[src/rtl/ysyx_22040237_ctrl_pkg.sv]
// ----------------------------------------------------------------------------
// ysyx_22040237_ctrl_pkg
// Shared definitions for the multi-cycle sequencer: the 3-bit state encoding
// (also exported on state_o for debug), the halt cause codes and a helper
// that identifies the states in which the memory watchdog runs.
// ----------------------------------------------------------------------------
package ysyx_22040237_ctrl_pkg;

   typedef enum logic [2:0] {
      ST_IDLE   = 3'd0,
      ST_FETCH  = 3'd1,
      ST_FWAIT  = 3'd2,
      ST_DECODE = 3'd3,
      ST_MEM    = 3'd4,
      ST_MWAIT  = 3'd5,
      ST_WB     = 3'd6,
      ST_HALT   = 3'd7
   } state_e;

   localparam logic [1:0] HALT_NONE    = 2'd0;
   localparam logic [1:0] HALT_EBREAK  = 2'd1;
   localparam logic [1:0] HALT_INVALID = 2'd2;
   localparam logic [1:0] HALT_TMO     = 2'd3;

   // States that wait on a memory handshake and are therefore watched.
   function automatic logic is_wait_state(input state_e s);
      return (s == ST_FETCH) || (s == ST_FWAIT) || (s == ST_MEM) || (s == ST_MWAIT);
   endfunction

endpackage

[src/rtl/ysyx_22040237_tmo_cnt.sv]
// ----------------------------------------------------------------------------
// ysyx_22040237_tmo_cnt
// Watchdog counter for the memory handshake states.
//   clk, rst  : clock, synchronous active-high reset
//   clr_i     : clear the count (has priority over en_i)
//   en_i      : count this cycle
//   expire_o  : this enabled cycle is the TMO_CYCLES-th consecutive wait cycle
// TMO_CYCLES = 0 disables the watchdog (expire_o tied low).
// ----------------------------------------------------------------------------
module ysyx_22040237_tmo_cnt #(
   parameter int unsigned TMO_CYCLES = 255
) (
   input  logic clk,
   input  logic rst,
   input  logic clr_i,
   input  logic en_i,
   output logic expire_o
);

   localparam int unsigned CNT_W = (TMO_CYCLES == 0) ? 1 : $clog2(TMO_CYCLES + 1);

   logic [CNT_W-1:0] cnt_q;
   logic [CNT_W-1:0] cnt_d;

   always_comb begin
      cnt_d = cnt_q;
      if (clr_i) begin
         cnt_d = '0;
      end else if (en_i) begin
         cnt_d = cnt_q + CNT_W'(1);
      end
   end

   always_ff @(posedge clk) begin
      if (rst) begin
         cnt_q <= '0;
      end else begin
         cnt_q <= cnt_d;
      end
   end

   // The count holds the number of completed wait cycles, so the cycle that
   // brings it up to TMO_CYCLES is the one where it still reads TMO_CYCLES-1.
   generate
      if (TMO_CYCLES == 0) begin : g_off
         assign expire_o = 1'b0;
      end else begin : g_on
         assign expire_o = en_i && (cnt_q == CNT_W'(TMO_CYCLES - 1));
      end
   endgenerate

endmodule

[src/rtl/ysyx_22040237_mcyc_ctrl.sv]
// ----------------------------------------------------------------------------
// ysyx_22040237_mcyc_ctrl
// Multi-cycle sequencer for the RV64 core:
// IDLE -> FETCH -> FWAIT -> DECODE -> [MEM -> MWAIT] -> WB -> FETCH ...
// with an absorbing HALT on ebreak, invalid instruction or memory timeout.
//   clk, rst                         : clock, synchronous active-high reset
//   imem_req_valid/ready, rsp_valid  : instruction memory handshake
//   dec_*                            : decode flags, sampled in DECODE / WB
//   dmem_req_valid/ready, rsp_valid  : data memory handshake
//   ir_we, pc_we, rf_we              : write-enable gates
//   halt, halt_code                  : stopped flag and cause
//   cycle_cnt, retire_cnt            : 64-bit wrapping counters
//   state_o                          : current state for debug
// ----------------------------------------------------------------------------
module ysyx_22040237_mcyc_ctrl
   import ysyx_22040237_ctrl_pkg::*;
#(
   parameter int unsigned TMO_CYCLES = 255
) (
   input  logic        clk,
   input  logic        rst,
   output logic        imem_req_valid,
   input  logic        imem_req_ready,
   input  logic        imem_rsp_valid,
   input  logic        dec_invalid,
   input  logic        dec_ebreak,
   input  logic        dec_is_load,
   input  logic        dec_is_store,
   input  logic        dec_rd_wr_en,
   output logic        dmem_req_valid,
   input  logic        dmem_req_ready,
   input  logic        dmem_rsp_valid,
   output logic        ir_we,
   output logic        pc_we,
   output logic        rf_we,
   output logic        halt,
   output logic [1:0]  halt_code,
   output logic [63:0] cycle_cnt,
   output logic [63:0] retire_cnt,
   output logic [2:0]  state_o
);

   state_e      state_q, state_d;
   logic [1:0]  halt_code_q, halt_code_d;
   logic [63:0] cycle_cnt_q;
   logic [63:0] retire_cnt_q;
   logic        tmo_expire;

   ysyx_22040237_tmo_cnt #(
      .TMO_CYCLES(TMO_CYCLES)
   ) u_tmo (
      .clk      (clk),
      .rst      (rst),
      .clr_i    (state_d != state_q),
      .en_i     (is_wait_state(state_q)),
      .expire_o (tmo_expire)
   );

   // In each waiting state the completing handshake is tested first, so a
   // response landing in the last allowed cycle still wins over the timeout.
   always_comb begin
      state_d        = state_q;
      halt_code_d    = halt_code_q;
      imem_req_valid = 1'b0;
      dmem_req_valid = 1'b0;
      ir_we          = 1'b0;
      pc_we          = 1'b0;
      rf_we          = 1'b0;
      case (state_q)
         ST_IDLE: state_d = ST_FETCH;
         ST_FETCH: begin
            imem_req_valid = 1'b1;
            if (imem_req_ready) begin
               state_d = ST_FWAIT;
            end else if (tmo_expire) begin
               state_d     = ST_HALT;
               halt_code_d = HALT_TMO;
            end
         end
         ST_FWAIT: begin
            ir_we = imem_rsp_valid;
            if (imem_rsp_valid) begin
               state_d = ST_DECODE;
            end else if (tmo_expire) begin
               state_d     = ST_HALT;
               halt_code_d = HALT_TMO;
            end
         end
         ST_DECODE: begin
            if (dec_invalid) begin
               state_d     = ST_HALT;
               halt_code_d = HALT_INVALID;
            end else if (dec_ebreak) begin
               state_d     = ST_HALT;
               halt_code_d = HALT_EBREAK;
            end else if (dec_is_load || dec_is_store) begin
               state_d = ST_MEM;
            end else begin
               state_d = ST_WB;
            end
         end
         ST_MEM: begin
            dmem_req_valid = 1'b1;
            if (dmem_req_ready) begin
               state_d = ST_MWAIT;
            end else if (tmo_expire) begin
               state_d     = ST_HALT;
               halt_code_d = HALT_TMO;
            end
         end
         ST_MWAIT: begin
            if (dmem_rsp_valid) begin
               state_d = ST_WB;
            end else if (tmo_expire) begin
               state_d     = ST_HALT;
               halt_code_d = HALT_TMO;
            end
         end
         ST_WB: begin
            pc_we   = 1'b1;
            // Stores carry no rd result even if the decoder flags one.
            rf_we   = dec_rd_wr_en & ~dec_is_store;
            state_d = ST_FETCH;
         end
         ST_HALT: state_d = ST_HALT;
         default: state_d = ST_IDLE;
      endcase
   end

   always_ff @(posedge clk) begin
      if (rst) begin
         state_q      <= ST_IDLE;
         halt_code_q  <= HALT_NONE;
         cycle_cnt_q  <= '0;
         retire_cnt_q <= '0;
      end else begin
         state_q     <= state_d;
         halt_code_q <= halt_code_d;
         if (state_q != ST_HALT) begin
            cycle_cnt_q <= cycle_cnt_q + 64'd1;
         end
         if (state_q == ST_WB) begin
            retire_cnt_q <= retire_cnt_q + 64'd1;
         end
      end
   end

   assign halt       = (state_q == ST_HALT);
   assign halt_code  = halt_code_q;
   assign cycle_cnt  = cycle_cnt_q;
   assign retire_cnt = retire_cnt_q;
   assign state_o    = state_q;

endmodule

[config.mk]
export PLATFORM = sky130hd
export DESIGN_NAME = ysyx_22040237_mcyc_ctrl
export DESIGN_NICKNAME = d
export VERILOG_FILES = /design/src/rtl/ysyx_22040237_ctrl_pkg.sv /design/src/rtl/ysyx_22040237_tmo_cnt.sv /design/src/rtl/ysyx_22040237_mcyc_ctrl.sv
export SDC_FILE = /design/constraint.sdc
export NUM_CORES = 1
export LEC_CHECK = 0
export BUFFER_PORTS_ARGS = -buffer_cell sky130_fd_sc_hd__clkbuf_2
export CAP_MARGIN = 20
export CORE_UTILIZATION = 51
export CTS_BUF_LIST = sky130_fd_sc_hd__clkbuf_4 sky130_fd_sc_hd__clkbuf_8
export CTS_CLUSTER_SIZE = 10
export DETAILED_ROUTE_END_ITERATION = 16
export PLACE_DENSITY = 0.86
export SYNTH_ARGS = -nofsm -noshare
export SYNTH_HDL_FRONTEND = slang
export SYNTH_SLANG_ARGS = --single-unit
[constraint.sdc]
create_clock -name clk -period 2.5 [get_ports clk]
set_input_delay 0.625 -clock clk [delete_from_list [all_inputs] [get_ports clk]]
set_output_delay 0.625 -clock clk [all_outputs]
set_load 0.02 [all_outputs]
==> results.cfg <==
[routing]
via_count = 6908
wl_um = 17800
firstDrtPassIters = 5
drt_iter0_drc = 618
drc = 0
final_antenna_net_count = 0
wl_per_cell_um = 14.9
vias_per_cell = 5.78

[layout]
antenna_cells = 0
fin_nets = 1026
drive_above_1_share = 0.254
areaGrowthSynthToFinish_pct = 26.2

[sta]
hold_viol_final = 0
setup_viol = 0
fin_setup_tns_ps = 0
max_freq_mhz = 409
worst_slew_pin_slew_ps = 593
post-route-period-util = 0.978
rsz0062_at_grt = no
setup_ws_ps = 54.0
finalClockSkew_ps = 13.0
period_minus_slack_ps = 2450
slew_headroom = 0.601
slew_violations = 0

[yosys]
ys.flop_type = dfxtp_1
syn_inst = 826
synth-seq-area-share = 0.417
syn_avg_cell_area_um2 = 8.19
ys_ff_latch = 141
yosys.area.top_type = dfxtp_1
synth_edf_count = 0
synth_warnings = 0
synth_top_area_share = 0.417
synth_area_leaders = dfxtp_1 (42%), nor2_1 (5.3%), xor2_1 (5.2%)
synth.distinct_cells = 47
ys_async_sr_fraction = 0
synth_nets = 841
syn_area_um2 = 6770

[power_and_ir_drop]
power.leakage_nw = 3.16
p_sw_frac = 0.224
clkPwrFrac = 0.464
power.density_nw_per_um2 = 569
total_power_mw = 4.86
vdd_drop_max_mv = 0.639
switchingPower_mw = 1.09
p_int_mw = 3.77
power_frac_comb = 0.065
power_frac_seq = 0.471

[critical_path]
path_class = flip-flop to flip-flop
critPathCaptureType = flip-flop
cp.required_ps = 2860
worstPathMaxFanout = 7
worstSetupStartpointType = flip-flop
cp.arrival_ps = 2810

[floorplanning]
rows = 41
die_x_um = 117
die_y_um = 117
core_um2 = 12800
start_util = 0.530
dieArea_um2 = 13700
io_pins = 150

[clock_tree]
cts_tree = done
path_clk_slew_ps = 80
hold_buffers = 0
clkSinkCount = 141
ctsLongestPathBuffers = 2
cts_made_buffers = 17
htree_num_levels = 4
clk_latency_ps = 440
cts_root_buf = clkbuf_8

[global_routing]
antenna_found_initial = 0
grt_overflow_total = 0
grt_pass1_vias = 6071
grtUsageTotal = 0.258
grt_max_degree = 66
grt_pass1_wl_um = 27900

[flow_run]
maxCapViolCount = 0

[placement]
portBuffers = 149
dp_slack_ps = 68.5
hpwlAfterDp_um = 12500
gp_congestion = 0.899

[outcome]
outcome = finished, final reports clean

[hold_path]
min_path_type = flip-flop to flip-flop
[cells by family (layout without fill, tap and decap cells)]
| group | count (synthesis) | count (layout) | share of synthesized area |
|---|---|---|---|
| AO/OA/AOI/OAI | 131 | 131 | 0.108 |
| XOR/XNOR | 78 | 78 | 0.101 |
| adder cells (fa/ha/maj) | 4 | 4 | 0.00740 |
| buffers and inverters | 61 | 259 | 0.0346 |
| flip-flops | 141 | 141 | 0.417 |
| multiplexers | 5 | 5 | 0.00832 |
| AND/OR/NAND/NOR | 406 | 406 | 0.324 |
[timing repair]
| item | 4_1_cts | 5_1_grt |
|---|---|---|
| buffers inserted | 0 | 2 |
| gates resized for setup | 0 | 4 |
| pin swaps | 1 | 1 |
| endpoints found under the setup margin | 1 | 6 |
[power groups by stage]
stage / clock network (mW) / logic (mW) / registers, mW
2_1_floorplan: 0 / 0.203 / 2.35
3_3_place_gp: 0 / 0.309 / 2.34
3_5_place_dp: 0 / 0.313 / 2.34
4_1_cts: 2.28 / 0.316 / 2.29
5_1_grt: 2.37 / 0.351 / 2.29
6_report: 2.25 / 0.315 / 2.29
[area by class of cell]
cell class,count,area (um2)
Clock buffer,21,289
Clock inverter,11,210
Fill cell,1042,4230
Inverter,23,86.3
Multi-Input combinational cell,624,3720
Sequential cell,141,2830
Tap cell,172,215
Timing Repair Buffer,204,1190
[sequential cells by signal (all words and copies together), names as in the netlist]
| register | flops |
|---|---|
| cycle_cnt | 64 |
| u_tmo.cnt_q | 8 |
| state_o | 3 |
| halt_code | 2 |
| retire_cnt | 64 |
[stage by stage]
stage	instance area [um2]	utilization	cells	hold WS, ps
after CTS	8500	0.665	1194	476
after global routing	8540	0.669	1196	492
final	8540	0.669	1196	472
after detailed placement	8000	0.626	1162	458
after global placement	8000	0.626	1162	448
after floorplan	6770	-	826	508
[critical path, cell delays in order, from the launching register on]
cell     delay, ps
dfxtp_1        390
nand3_2        140
or4_4          560
or4_4          620
or4_1          520
a21oi_1        150
[metal layers]
layer | up-vias | part of all wire | global-route usage | routed length [um]
met2 | 247 | 0.48 | 0.442 | 8560
met3 | 25 | 0.069 | 0.0685 | 1230
met5 | - | 0 | 0 | 0
met1 | 3274 | 0.43 | 0.312 | 7710
li1 | 3362 | - | - | -
met4 | 0 | 0.017 | 0.0886 | 297
[placed cells by master, fill, tap and decap left out, drive strengths merged, types with 24 or more instances in the layout]
cell type	instances
clkbuf	169
dfxtp	141
nor2	96
a21oi	60
buf	56
nand4	55
or3	48
nand2	45
o21ai	45
nand3	44
xor2	40
xnor2	38
nor4	25
nor3	24
[Yosys cell counts, types with 23 or more instances]
master and number:
dfxtp_1 141, nor2_1 96, a21oi_1 60, nand4_1 53
or3_1 48, nand2_1 45, o21ai_0 45, nand3_1 44
xor2_1 40, xnor2_1 38, clkbuf_1 33, nor3_1 24
nor4_1 23
[path summary, 6_finish.rpt]
kind	startpoint	to	slack (ps)	depth (start not counted)
setup / recovery	retire_cnt[38]	retire_cnt[60]	50	5
hold / removal	halt_code[1]	halt_code[1]	470	1
setup reg to reg	retire_cnt[38]	retire_cnt[60]	50	5
hold reg to reg	halt_code[1]	halt_code[1]	470	1
(Power assumes the default switching activity.)
